## src/rtl/otter_axil_pkg.sv

```systemverilog
// -----------------------------------------------------------------------------
// otter_axil_pkg
// Shared definitions for the OTTER memory-port to AXI4-Lite bridge:
//   - state_t      : bridge FSM states
//   - SZ_*         : OTTER access-size encodings
//   - strb_gen     : byte-lane strobe for a given size/lane offset (8 lanes max)
//   - load_extend  : lane extraction plus sign/zero extension (64-bit max)
//   - misaligned   : natural-alignment check for a given size/lane offset
// All helpers work at the widest supported bus (64 bits / 8 lanes); callers
// truncate to their own DATA_WIDTH.
// -----------------------------------------------------------------------------
package otter_axil_pkg;

    typedef enum logic [2:0] {
        ST_IDLE = 3'd0,
        ST_AR   = 3'd1,
        ST_R    = 3'd2,
        ST_WR   = 3'd3,
        ST_DONE = 3'd4,
        ST_ERR  = 3'd5
    } state_t;

    localparam logic [1:0] SZ_BYTE  = 2'd0;
    localparam logic [1:0] SZ_HALF  = 2'd1;
    localparam logic [1:0] SZ_WORD  = 2'd2;
    localparam logic [1:0] SZ_DWORD = 2'd3;

    // ((1 << 2^size) - 1) << off, computed at 8 lanes.
    function automatic logic [7:0] strb_gen(input logic [1:0] size, input logic [2:0] off);
        logic [7:0] mask;
        case (size)
            SZ_BYTE: mask = 8'h01;
            SZ_HALF: mask = 8'h03;
            SZ_WORD: mask = 8'h0F;
            default: mask = 8'hFF;
        endcase
        return mask << off;
    endfunction

    // Shift the addressed lanes down to bit 0, keep 8*2^size bits and
    // replicate the top kept bit when sign = 0 (sign = 1 means unsigned).
    function automatic logic [63:0] load_extend(input logic [63:0] rdata,
                                                input logic [2:0]  off,
                                                input logic [1:0]  size,
                                                input logic        sign);
        logic [63:0] t;
        logic [63:0] result;
        t = rdata >> {off, 3'b000};
        case (size)
            SZ_BYTE: result = {{56{~sign & t[7]}},  t[7:0]};
            SZ_HALF: result = {{48{~sign & t[15]}}, t[15:0]};
            SZ_WORD: result = {{32{~sign & t[31]}}, t[31:0]};
            default: result = t;
        endcase
        return result;
    endfunction

    function automatic logic misaligned(input logic [1:0] size, input logic [2:0] off);
        logic bad;
        case (size)
            SZ_BYTE: bad = 1'b0;
            SZ_HALF: bad = off[0];
            SZ_WORD: bad = (off[1:0] != 2'b00);
            default: bad = (off != 3'b000);
        endcase
        return bad;
    endfunction

endpackage

```

## src/rtl/otter_axil_timeout.sv

```systemverilog
// -----------------------------------------------------------------------------
// otter_axil_timeout
// Cycle counter that flags when a bus state has been occupied too long.
//   clk, rst_n : clock, asynchronous active-low reset
//   clear      : restart counting from zero (takes priority over enable)
//   enable     : count this cycle
//   expired    : high in the cycle that completes LIMIT enabled cycles
// LIMIT = 0 removes the counter entirely and expired stays low.
// -----------------------------------------------------------------------------
module otter_axil_timeout #(
    parameter int LIMIT = 256
) (
    input  logic clk,
    input  logic rst_n,
    input  logic clear,
    input  logic enable,
    output logic expired
);

    generate
        if (LIMIT == 0) begin : g_disabled
            assign expired = 1'b0;
        end else begin : g_counter
            // The count only ever reaches LIMIT-1, so $clog2(LIMIT) bits suffice.
            localparam int CW = (LIMIT > 1) ? $clog2(LIMIT) : 1;

            logic [CW-1:0] count_reg;

            // Expiry fires on the cycle whose increment would reach LIMIT, so
            // the owning state is occupied for exactly LIMIT cycles.
            assign expired = enable && (count_reg == CW'(LIMIT - 1));

            always_ff @(posedge clk or negedge rst_n) begin
                if (!rst_n) begin
                    count_reg <= '0;
                end else if (clear) begin
                    count_reg <= '0;
                end else if (enable && !expired) begin
                    count_reg <= count_reg + 1'b1;
                end
            end
        end
    endgenerate

endmodule

```

## src/rtl/otter_axil_bridge.sv

```systemverilog
// -----------------------------------------------------------------------------
// otter_axil_bridge
// Bridges an OTTER-style memory port to an AXI4-Lite controller port (no B
// channel). Stores are lane-aligned with generated strobes; loads are
// extracted from the addressed lanes and sign/zero extended. Misaligned or
// illegal-size requests and hung transactions report a one-cycle err pulse.
// Ports:
//   CLK, RST_N                 clock, asynchronous active-low reset
//   addr, din                  byte address, right-aligned store data
//   memRead, memWrite          load / store request (store wins if both)
//   sign, size                 1 = unsigned load; 0/1/2/3 = byte/half/word/dword
//   dout, stall, err           load result, request pending, error pulse
//   araddr/arvalid/arready     AXI read address channel
//   rdata/rvalid/rready        AXI read data channel
//   awaddr/awvalid/awready     AXI write address channel
//   wdata/wvalid/wready/wstrb  AXI write data channel
// -----------------------------------------------------------------------------
module otter_axil_bridge
    import otter_axil_pkg::*;
#(
    parameter int ADDR_WIDTH     = 32,
    parameter int DATA_WIDTH     = 32,
    parameter int TIMEOUT_CYCLES = 256
) (
    input  logic                    CLK,
    input  logic                    RST_N,
    input  logic [ADDR_WIDTH-1:0]   addr,
    input  logic [DATA_WIDTH-1:0]   din,
    input  logic                    memRead,
    input  logic                    memWrite,
    input  logic                    sign,
    input  logic [1:0]              size,
    output logic [DATA_WIDTH-1:0]   dout,
    output logic                    stall,
    output logic                    err,
    output logic [ADDR_WIDTH-1:0]   araddr,
    output logic                    arvalid,
    input  logic                    arready,
    input  logic [DATA_WIDTH-1:0]   rdata,
    input  logic                    rvalid,
    output logic                    rready,
    output logic [ADDR_WIDTH-1:0]   awaddr,
    output logic                    awvalid,
    input  logic                    awready,
    output logic [DATA_WIDTH-1:0]   wdata,
    output logic                    wvalid,
    input  logic                    wready,
    output logic [DATA_WIDTH/8-1:0] wstrb
);

    localparam int STRB_W = DATA_WIDTH / 8;
    localparam int OFF_W  = $clog2(STRB_W);

    generate
        if (DATA_WIDTH != 32 && DATA_WIDTH != 64) begin : g_bad_width
            $error("otter_axil_bridge: DATA_WIDTH must be 32 or 64");
        end
    endgenerate

    state_t                  state_reg, state_next;
    logic [ADDR_WIDTH-1:0]   addr_reg;
    logic [OFF_W-1:0]        off_reg;
    logic [DATA_WIDTH-1:0]   din_reg;
    logic [1:0]              size_reg;
    logic                    sign_reg;
    logic                    aw_done_reg;
    logic                    w_done_reg;
    logic [DATA_WIDTH-1:0]   dout_reg;

    logic                    capture;
    logic                    tmo_clear;
    logic                    tmo_enable;
    logic                    tmo_expired;
    logic [OFF_W-1:0]        req_off;
    logic                    req_bad;
    logic [DATA_WIDTH-1:0]   load_data;

    assign req_off = addr[OFF_W-1:0];
    assign req_bad = misaligned(size, 3'(req_off)) ||
                     ((size == SZ_DWORD) && (DATA_WIDTH != 64));

    assign load_data = DATA_WIDTH'(load_extend(64'(rdata), 3'(off_reg), size_reg, sign_reg));

    assign araddr = addr_reg;
    assign awaddr = addr_reg;
    assign wdata  = din_reg << {off_reg, 3'b000};
    assign wstrb  = STRB_W'(strb_gen(size_reg, 3'(off_reg)));
    assign dout   = dout_reg;

    // Combinational so the core sees stall in the very cycle it raises a request.
    assign stall = (memRead || memWrite) &&
                   !((state_reg == ST_DONE) || (state_reg == ST_ERR));

    // The counter restarts on every entry into a bus state, including AR -> R.
    assign tmo_enable = (state_reg == ST_AR) || (state_reg == ST_R) || (state_reg == ST_WR);
    assign tmo_clear  = (state_next != state_reg) &&
                        ((state_next == ST_AR) || (state_next == ST_R) || (state_next == ST_WR));

    otter_axil_timeout #(
        .LIMIT (TIMEOUT_CYCLES)
    ) u_timeout (
        .clk     (CLK),
        .rst_n   (RST_N),
        .clear   (tmo_clear),
        .enable  (tmo_enable),
        .expired (tmo_expired)
    );

    always_comb begin
        state_next = state_reg;
        capture    = 1'b0;
        arvalid    = 1'b0;
        rready     = 1'b0;
        awvalid    = 1'b0;
        wvalid     = 1'b0;
        err        = 1'b0;
        case (state_reg)
            ST_IDLE: begin
                if (memRead || memWrite) begin
                    capture = 1'b1;
                    if (req_bad) begin
                        state_next = ST_ERR;
                    end else if (memWrite) begin
                        state_next = ST_WR;
                    end else begin
                        state_next = ST_AR;
                    end
                end
            end
            ST_AR: begin
                arvalid = 1'b1;
                if (tmo_expired) begin
                    state_next = ST_ERR;
                end else if (arready) begin
                    state_next = ST_R;
                end
            end
            ST_R: begin
                rready = 1'b1;
                if (tmo_expired) begin
                    state_next = ST_ERR;
                end else if (rvalid) begin
                    state_next = ST_DONE;
                end
            end
            ST_WR: begin
                // Each valid stays up only until its own handshake.
                awvalid = !aw_done_reg;
                wvalid  = !w_done_reg;
                if (tmo_expired) begin
                    state_next = ST_ERR;
                end else if ((aw_done_reg || awready) && (w_done_reg || wready)) begin
                    state_next = ST_DONE;
                end
            end
            ST_DONE: begin
                state_next = ST_IDLE;
            end
            ST_ERR: begin
                err        = 1'b1;
                state_next = ST_IDLE;
            end
            default: begin
                state_next = ST_IDLE;
            end
        endcase
    end

    always_ff @(posedge CLK or negedge RST_N) begin
        if (!RST_N) begin
            state_reg   <= ST_IDLE;
            addr_reg    <= '0;
            off_reg     <= '0;
            din_reg     <= '0;
            size_reg    <= SZ_BYTE;
            sign_reg    <= 1'b0;
            aw_done_reg <= 1'b0;
            w_done_reg  <= 1'b0;
            dout_reg    <= '0;
        end else begin
            state_reg <= state_next;
            // Request fields are frozen here; later input changes are ignored.
            if (capture) begin
                addr_reg    <= {addr[ADDR_WIDTH-1:OFF_W], {OFF_W{1'b0}}};
                off_reg     <= req_off;
                din_reg     <= din;
                size_reg    <= size;
                sign_reg    <= sign;
                aw_done_reg <= 1'b0;
                w_done_reg  <= 1'b0;
            end
            if (awvalid && awready) begin
                aw_done_reg <= 1'b1;
            end
            if (wvalid && wready) begin
                w_done_reg <= 1'b1;
            end
            if (tmo_expired) begin
                dout_reg <= '0;
            end else if ((state_reg == ST_R) && rvalid) begin
                dout_reg <= load_data;
            end
        end
    end

endmodule

```

## config.mk

```make
export PLATFORM = sky130hd
export DESIGN_NAME = otter_axil_bridge
export DESIGN_NICKNAME = d
export VERILOG_FILES = /design/src/rtl/otter_axil_pkg.sv /design/src/rtl/otter_axil_timeout.sv /design/src/rtl/otter_axil_bridge.sv
export SDC_FILE = /design/constraint.sdc
export NUM_CORES = 1
export LEC_CHECK = 0
export CAP_MARGIN = 20
export CELL_PAD_IN_SITES_DETAIL_PLACEMENT = 1
export CELL_PAD_IN_SITES_GLOBAL_PLACEMENT = 1
export CORE_MARGIN = 3
export CORE_UTILIZATION = 33
export CTS_BUF_LIST = sky130_fd_sc_hd__clkbuf_16
export CTS_CLUSTER_DIAMETER = 30
export DETAILED_ROUTE_END_ITERATION = 8
export PLACE_DENSITY = 0.83
export SYNTH_ARGS = -nofsm -noshare
export SYNTH_HDL_FRONTEND = slang
export SYNTH_HIERARCHICAL = 1
export SYNTH_SLANG_ARGS = --single-unit
```

## constraint.sdc

```tcl
create_clock -name CLK -period 2.8 [get_ports CLK]
set_input_delay 0.42 -clock CLK [delete_from_list [all_inputs] [get_ports CLK]]
set_output_delay 0.42 -clock CLK [all_outputs]
set_load 0.01 [all_outputs]
```

==> flow_summary.ini <==
[run_status]
status = complete, no violations

[logic_synthesis]
yosysSeqAreaShare_pct = 47.53
ys_ff_latch = 112
async_reset_ff_share_pct = 100.0
yosysUniqueCellTypes = 51
synthFlopType = dfrtp_1
synth_edf_count = 0
syn_area_um2 = 5897
syn_inst = 529
avgSynthCellArea_um2 = 11.15
yosys_warnings = 6

[pwr]
ir_drop_v = 0.0006815
p_int_mw = 6.635
sw_frac_of_total_pct = 37.05
p_sw_mw = 3.906
power_mw = 10.54
power_frac_seq_pct = 29.6
power.density_nw_per_um2 = 1220
clkPwrFrac_pct = 14.1
pwr-share-comb_pct = 56.3
p_leak_nw = 3.534

[worst_setup_path]
r2r_start = u_timeout/g_counter.count_reg[0]
reg2reg_slack_ns = 0.21
crit_required_ns = 2.38
worstPathArrival_ns = 2.20
start_kind = register
r2r-end = u_timeout/g_counter.count_reg[0]
critPathKind = reg2out
worstSetupEndpointType = output port
reg2regPathDepth = 9
path_max_fanout = 20

[grt]
grt_pass1_vias = 5422
overflow = 0
track_usage_pct = 19.45
met3_usage_pct = 5.223
grtUsageMet2_pct = 35.32
grt_pass1_wl_um = 30560
busiest_layer = met2
use_met1_pct = 22.57
grt_antenna_before_repair = 0
grt_max_degree = 64

[timing]
rsz0062_at_grt = false
max_freq_mhz = 381.4
final.setup.tns_ns = 0
slew_headroom_pct = 53.67
tightestPinTransition_ns = 0.6949
drv_slew = 0
finalCritPeriodShare_pct = 93.64
fin_crit_ns = 2.622
holdWs_ns = 0.1026
hold_viol = 0
fin_skew_ns = 0.006416
setup_viol = 0

[clocking]
cts_tree = done
clk_latency_ns = 0.35
clk_path_buf_depth = 2
cts.sinks = 112
clk_pin_slew_ns = 0.07
h-tree-depth = 3
cts_made_buffers = 9
hold_buffers = 0
clock_tree.root_cell = clkbuf_16

[drt]
post-route-drc-count = 0
drt_iter0_drc = 174
detail-route-antenna-nets = 0
drt-vias-per-instance = 5.133
wire_per_inst_um = 20.11
routed_wl_um = 19250
firstDrtPassIters = 4
vias = 4912

[floorplan]
chipHeight_um = 139.7
core_area_um2 = 17420
rows = 48
start_util_pct = 33.86
num_io_pins = 245
die-area_um2 = 19510
die_x_um = 139.7

[finish]
fin_util_pct = 49.62
instances_no_fill = 957
n_antenna_cell = 0
final_layout_size_suffix_gt1_share_pct = 16.53
area_delta_synth_final_pct = 46.55
nets = 835

[placement]
io_buffers = 240
hpwl_um = 14420
gp_congestion = 0.8534
dpl.cell_count = 940

[min_path]
hp-class = in2async

[job]
cap_violations = 0
[through the flow]
step	cell area, um^2	setup slack, ns
floorplan	5908	0.3249
global placement	8267	0.3669
detailed placement	8267	0.2294
CTS	8615	0.02534
global route	8642	0.04490
finish	8642	0.1781
[synth_stat cells, drive strengths merged, types with 5 or more instances]
cell / n / area (um^2)
mux2: 77 / 867.1
buf: 55 / 419.2
mux2i: 32 / 320.3
nand2: 25 / 93.84
nand3b: 8 / 60.06
clkbuf: 17 / 63.81
a221o: 17 / 170.2
and2: 8 / 50.05
nor2b: 13 / 81.33
nand2b: 6 / 37.54
nor2: 28 / 107.6
and3: 5 / 31.28
o21ai: 35 / 178.9
a211oi: 16 / 132.6
inv: 5 / 18.77
dfrtp: 112 / 2803
nor3: 5 / 25.02
a21oi: 30 / 150.1
[power groups by stage]
stage | Sequential (mW) | Combinational [mW] | Clock (mW)
after floorplan | 3.04 | 3.24 | 0
after global placement | 3.11 | 5.72 | 0
after detailed placement | 3.18 | 5.87 | 0
after CTS | 3.17 | 5.92 | 1.53
after global routing | 3.26 | 6.36 | 1.61
final | 3.12 | 5.94 | 1.49
[worst max-delay path, cell delays in order (launching register included)]
cell and delay, ns:
dfrtp_4 0.62, nor2b_1 0.21, buf_4 0.21, nand2_1 0.09, o21ai_0 0.11, clkdlybuf4s50_1 0.61
[routing by layer]
layer | vias up | part of all wire (%)
met4 | 0 | 2.0
met2 | 180 | 52
met3 | 28 | 6.4
li1 | 2249 | -
met1 | 2455 | 40
met5 | - | 0
[layout by cell type (no fill, tap or decap), types with 6 or more instances in the layout]
cell / count
clkdlybuf4s50_1: 239
dfrtp_1: 110
mux2_2: 76
o21ai_0: 33
mux2i_1: 32
a21oi_1: 30
nor2_1: 26
nand2_1: 25
a221o_1: 17
a211oi_1: 15
nor2b_1: 13
buf_4: 13
clkbuf_16: 9
nand3b_1: 8
and2_1: 8
nand2b_1: 6
[repair_timing]
action	in CTS	in global routing
setup buffers	0	1
setup endpoints to repair	4	3
resized for setup	1	0
[cell families (layout without fill, tap and decap cells)]
logic type	Yosys count	after routing	share of synthesized area, %
buf+inv	77	277	8.509
compound gates	112	112	12.54
simple gates	115	115	10.48
flops	112	112	47.53
other cells	1	4	0.06359
mux	110	110	20.52
xor+xnor	1	1	0.1486
fa+ha+maj	1	1	0.2121
[worst max path at each step]
stage	startpoint	end	slack [ns]	cells past startpoint
floorplan	u_timeout/g_counter.count_reg[0]	u_timeout/g_counter.count_reg[0]	0.32	10
global placement	off_reg[0]	wdata[26]	0.37	5
detailed placement	u_timeout/g_counter.count_reg[0]	u_timeout/g_counter.count_reg[0]	0.23	9
CTS	off_reg[0]	wdata[19]	0.03	5
global route	u_timeout/g_counter.count_reg[0]	u_timeout/g_counter.count_reg[0]	0.04	9
finish	off_reg[0]	wdata[19]	0.18	5
[final cells by class]
class                   instances  area, um^2
flip-flops and latches        112        2808
repair buffers                256        2577
multi-input cells             343        2611
clock buffers                   9       225.2
inverters                       5       18.77
fillers                      1821        8775
clock inverters                 7       120.1
well taps                     225       281.5
Note: power is estimated with default switching activity, not from simulation.
